File: config.mk
export PLATFORM = sky130hd
export DESIGN_NAME = btn_click_decoder
export DESIGN_NICKNAME = d
export VERILOG_FILES = /design/src/rtl/btn_click_decoder.sv
export SDC_FILE = /design/constraint.sdc
export NUM_CORES = 1
export LEC_CHECK = 0
export BUFFER_PORTS_ARGS = -buffer_cell sky130_fd_sc_hd__buf_2
export CELL_PAD_IN_SITES_DETAIL_PLACEMENT = 0
export CELL_PAD_IN_SITES_GLOBAL_PLACEMENT = 1
export CORE_MARGIN = 1.5
export CORE_UTILIZATION = 30
export CTS_CLUSTER_DIAMETER = 200
export DETAILED_ROUTE_END_ITERATION = 16
export MAX_ROUTING_LAYER = met4
export PLACE_DENSITY_LB_ADDON = 0.08
export SYNTH_ARGS = -nofsm -noshare
export SYNTH_HDL_FRONTEND = slang
export SYNTH_SLANG_ARGS = --single-unit
File: constraint.sdc
create_clock -name clk -period 2.27 [get_ports clk]
set_input_delay 0.1135 -clock clk [delete_from_list [all_inputs] [get_ports clk]]
set_output_delay 0.1135 -clock clk [all_outputs]
set_load 0.03 [all_outputs]
File: src/rtl/btn_click_decoder.sv
// Classifies debounced button pulses into single/double/triple clicks using an
// inter-click window, and applies each click's action to the capture mode
// selector and the arm flag.
//
// state | meaning
// IDLE  | no window open
// C1    | one press seen, window open
// C2    | two presses seen, window open
// C3    | three or more presses seen, window open
module btn_click_decoder #(
  parameter logic [23:0] WIN_MAX  = 24'd9_999_999,
  parameter int          MODE_NUM = 4
) (
  input  logic       clk,
  input  logic       rst,
  input  logic       btn_flag,
  output logic       click_single,
  output logic       click_double,
  output logic       click_triple,
  output logic [1:0] click_cnt,
  output logic       busy,
  output logic [1:0] mode,
  output logic       armed
);

  typedef enum logic [1:0] {
    IDLE = 2'd0,
    C1   = 2'd1,
    C2   = 2'd2,
    C3   = 2'd3
  } state_t;

  localparam logic [1:0] MODE_LAST = 2'(MODE_NUM - 1);

  state_t      state_q, state_d;
  logic [23:0] win_cnt_q, win_cnt_d;
  logic        single_q, single_d;
  logic        double_q, double_d;
  logic        triple_q, triple_d;
  logic [1:0]  mode_q, mode_d;
  logic        armed_q, armed_d;

  // State, window counter, event pulses and user-visible settings all
  // register here; a press in the reset cycle is dropped.
  always_ff @(posedge clk) begin
    if (rst) begin
      state_q   <= IDLE;
      win_cnt_q <= '0;
      single_q  <= 1'b0;
      double_q  <= 1'b0;
      triple_q  <= 1'b0;
      mode_q    <= '0;
      armed_q   <= 1'b0;
    end else begin
      state_q   <= state_d;
      win_cnt_q <= win_cnt_d;
      single_q  <= single_d;
      double_q  <= double_d;
      triple_q  <= triple_d;
      mode_q    <= mode_d;
      armed_q   <= armed_d;
    end
  end

  // Press counting, window timing and event/action decode. A press on the
  // window's last cycle takes priority, so the burst is extended, not closed.
  always_comb begin
    state_d   = state_q;
    win_cnt_d = win_cnt_q;
    single_d  = 1'b0;
    double_d  = 1'b0;
    triple_d  = 1'b0;
    mode_d    = mode_q;
    armed_d   = armed_q;

    if (state_q == IDLE) begin
      if (btn_flag) begin
        state_d   = C1;
        win_cnt_d = '0;
      end
    end else if (btn_flag) begin
      win_cnt_d = '0;
      case (state_q)
        C1:      state_d = C2;
        default: state_d = C3;
      endcase
    end else if (win_cnt_q == WIN_MAX) begin
      state_d   = IDLE;
      win_cnt_d = '0;
      case (state_q)
        C1: begin
          single_d = 1'b1;
          mode_d   = (mode_q == MODE_LAST) ? 2'd0 : mode_q + 2'd1;
        end
        C2: begin
          double_d = 1'b1;
          armed_d  = ~armed_q;
        end
        default: begin
          triple_d = 1'b1;
          mode_d   = 2'd0;
          armed_d  = 1'b0;
        end
      endcase
    end else begin
      win_cnt_d = win_cnt_q + 24'd1;
    end
  end

  assign click_single = single_q;
  assign click_double = double_q;
  assign click_triple = triple_q;
  assign click_cnt    = state_q;
  assign busy         = (state_q != IDLE);
  assign mode         = mode_q;
  assign armed        = armed_q;

endmodule

==> key figures <==
Final layout
  – Ant diodes: 0
  – Fin area: approximately 2100 um2
  – Final #Nets: 251
  – Layout Utilization: 0.383
  – Share of cells above drive strength 1: 0.217
  – Area growth from synthesis to layout: 22.7%

Synthesis
  – Yosys cell types: 47
  – Synth area leader: dfxtp_1
  – Syn_nets: between 200 and 250
  – Most common cell in the netlist: dfxtp_1
  – Yosys Warn Count: 0
  – Synth Register Bits: 32
  – Sequential-to-total area share from yosys stat: 0.373
  – Cell Area, Synth: 1720 um2
  – Top cell type's share of synthesized area: 0.373
  – Post-synth EDFFs: 0
  – Largest cells by area after synthesis: dfxtp_1 37%, a31oi_1 4.7%, nand3_1 4.7%
  – Mean post-synth cell area: 8.15 um2
  – Gate Count Post-Synth: 211
  – Ys flop type: dfxtp_1
  – Fraction of registers with async set/reset: 0
  – Commonest cells post-synth: 32 x dfxtp_1, 21 x nand2_1, 19 x nor2_1, 16 x nand3_1, 13 x a31oi_1

Routing
  – Drt via density: 5.34
  – Starting DRC count in detailed routing: 103
  – Total number of vias: 1688
  – Drt total wl: between 4000 and 5000 um
  – Number of remaining DRC errors: 0
  – ANT nets after route: 0
  – 1st-pass router iterations: 4
  – Routed length per placed instance: 14.8 um

CTS
  – CTS sink cnt: 32
  – CTS tree: built
  – Clock slew seen by the registers of the worst setup and hold paths: 0.06 ns
  – H-tree depth: 2
  – Post-CTS setup buffer count: 0
  – Worst skew pair latency: 0.28 ns
  – CTS Buffer Depth: 2
  – Hold buffer count at CTS: 0
  – Clk root buf: clkbuf_8
  – CTS Buf Count: 5

Floorplan
  – Die ar.: 6190 um2
  – Die Ht: 78.7 um
  – Core Footprint: about 5500 um2
  – Ports: 12
  – Row Count: 27
  – Starting Density: 0.312
  – Die W: 78.7 um

Flow run
  – Max-Cap Viols: 0

STA
  – Setup TNS: 0 ns
  – Max Freq: 468 MHz
  – Clk_skew: 0.00274 ns
  – Hold Fails Final Rpt: 0
  – Slew HR: 0.521
  – Worst-margin pin slew: 0.713 ns
  – Max-slew violations: 0
  – Number of setup violations in the final report: 0
  – Unrepaired setup endpoints after global routing: no
  – Final period util: 0.941
  – Final Critical Period: 2.14 ns

Worst hold path
  – Worst Hold End: click_cnt[1]$_SDFFE_PP0P_
  – Min-delay src: btn_flag
  – Hold path depth: 3
  – Min-Delay Path Class: in2reg

Critical path
  – Crit end category: flop
  – WP data required: 2.44 ns
  – Startpoint Class: flop
  – FF-to-FF End: mode[0]$_SDFFE_PP0P_
  – Crit Path Category: reg2reg
  – CP max FO: 6
  – Reg-to-Reg Start: win_cnt_q[14]$_SDFFE_PP0P_
  – R2R depth: 6
  – Flop-to-flop setup slack: 0.13 ns
  – CP Data Arrival Time: 2.30 ns

GRT
  – Vias in the first global route: 1667
  – Total gr overflow: 0
  – Global-route wire length before repair: 7840 um
  – Total GRT Usage: 0.166
  – Largest net degree at the start of global routing: 16
  – Initial antenna violation count: 0

Run status
  – Outcome: finished, final reports clean

Place
  – IO Port Bufs: 11
  – GPL Wtd Cong: around 0.84
  – Hpwl dp: 3490 um
  – Post-DP Area: around 2000 um2

Power and ir drop
  – Pwr/cell area: 522 nW/um2
  – Total power: 1.10 mW
  – Max IR drop VDD: 0.250 mV
  – Leak pwr: ~0.77 nW
==> state kept, by name (all words and copies together) (netlist names) <==
register	count
win_cnt_q	24
click_cnt	2
mode	2
armed	1
click_double	1
click_single	1
click_triple	1
==> layout make-up <==
cell class / count / area, um2
fillers: 565 / 3400
well taps: 72 / 90.1
repair buffers: 34 / 240
inverters: 8 / 30.0
clock buffers: 8 / 90.1
multi-input cells: 162 / 1020
flip-flops and latches: 32 / 641
==> where the power goes <==
part	switching, mW	leakage (nW)	internal [mW]
Combinational	0.0609	0.467	0.0255
Clock	0.197	0.0455	0.247
Sequential	0.00440	0.258	0.565
==> metrics by stage <==
stage | worst slack, ns | hold slack, ns | std cells
floorplan | 0.0314 | 0.250 | 211
global placement | 0.121 | 0.420 | 308
detailed placement | 0.102 | 0.432 | 308
CTS | 0.0809 | 0.133 | 316
global route | 0.0290 | 0.163 | 316
finish | 0.134 | 0.134 | 316
==> logic make-up after synthesis <==
| family | count (synthesis) | synth area share |
|---|---|---|
| DFF | 32 | 0.373 |
| buffers and inverters | 17 | 0.0429 |
| xor gates and xnor gates | 3 | 0.0153 |
| AOI/OAI and AO/OA | 45 | 0.166 |
| and+or+nand+nor | 106 | 0.349 |
| adders and majority gates | 5 | 0.0364 |
| muxes | 3 | 0.0182 |
==> routing by layer <==
metal  GRT usage  up-vias  wire length, um
li1            -      851                -
met1       0.200      790             2200
met2       0.278       41             2220
met3      0.0333        6              180
met4      0.0536        0               67
met5           -        -                0
==> worst max path at each step <==
stage                                     startpoint                         end  slack (ns)  cells after the start
after detailed placement  win_cnt_q[14]$_SDFFE_PP0P_  win_cnt_q[18]$_SDFFE_PP0P_        0.10                      6
after global placement    win_cnt_q[14]$_SDFFE_PP0P_  win_cnt_q[17]$_SDFFE_PP0P_        0.12                      6
after floorplan            click_cnt[0]$_SDFFE_PP0P_  win_cnt_q[13]$_SDFFE_PP0P_        0.03                      8
after global routing      win_cnt_q[14]$_SDFFE_PP0P_        mode[0]$_SDFFE_PP0P_        0.03                      6
after CTS                 win_cnt_q[14]$_SDFFE_PP0P_  win_cnt_q[18]$_SDFFE_PP0P_        0.08                      6
final                     win_cnt_q[14]$_SDFFE_PP0P_        mode[0]$_SDFFE_PP0P_        0.13                      6
==> what timing repair did <==
action,CTS,global route
endpoints found under the hold margin,0,0
resized for setup,0,1
setup endpoints to repair,0,1
==> critical path: stages, from the launching register on <==
cell and delay, ns:
dfxtp_1 0.31, buf_4 0.15, or4bb_1 0.53, nor4_4 0.34, nand4_1 0.18, nor2_2 0.16
mux2_2 0.35
==> cell usage in the layout, fill, tap and decap left out, types with 3 or more instances in the layout <==
master,n
o21ai_0,9
nor4_1,3
nand4_1,7
or3_1,3
inv_1,7
ha_1,5
nor2b_1,3
buf_2,11
nand2b_1,6
nor2_1,19
clkbuf_8,6
o211ai_1,4
a21oi_1,10
nand2_1,21
and3_1,3
a221o_1,3
buf_4,22
a31oi_1,13
dfxtp_1,32
nor3_1,4
nand3_1,16
(Power assumes the default switching activity.)
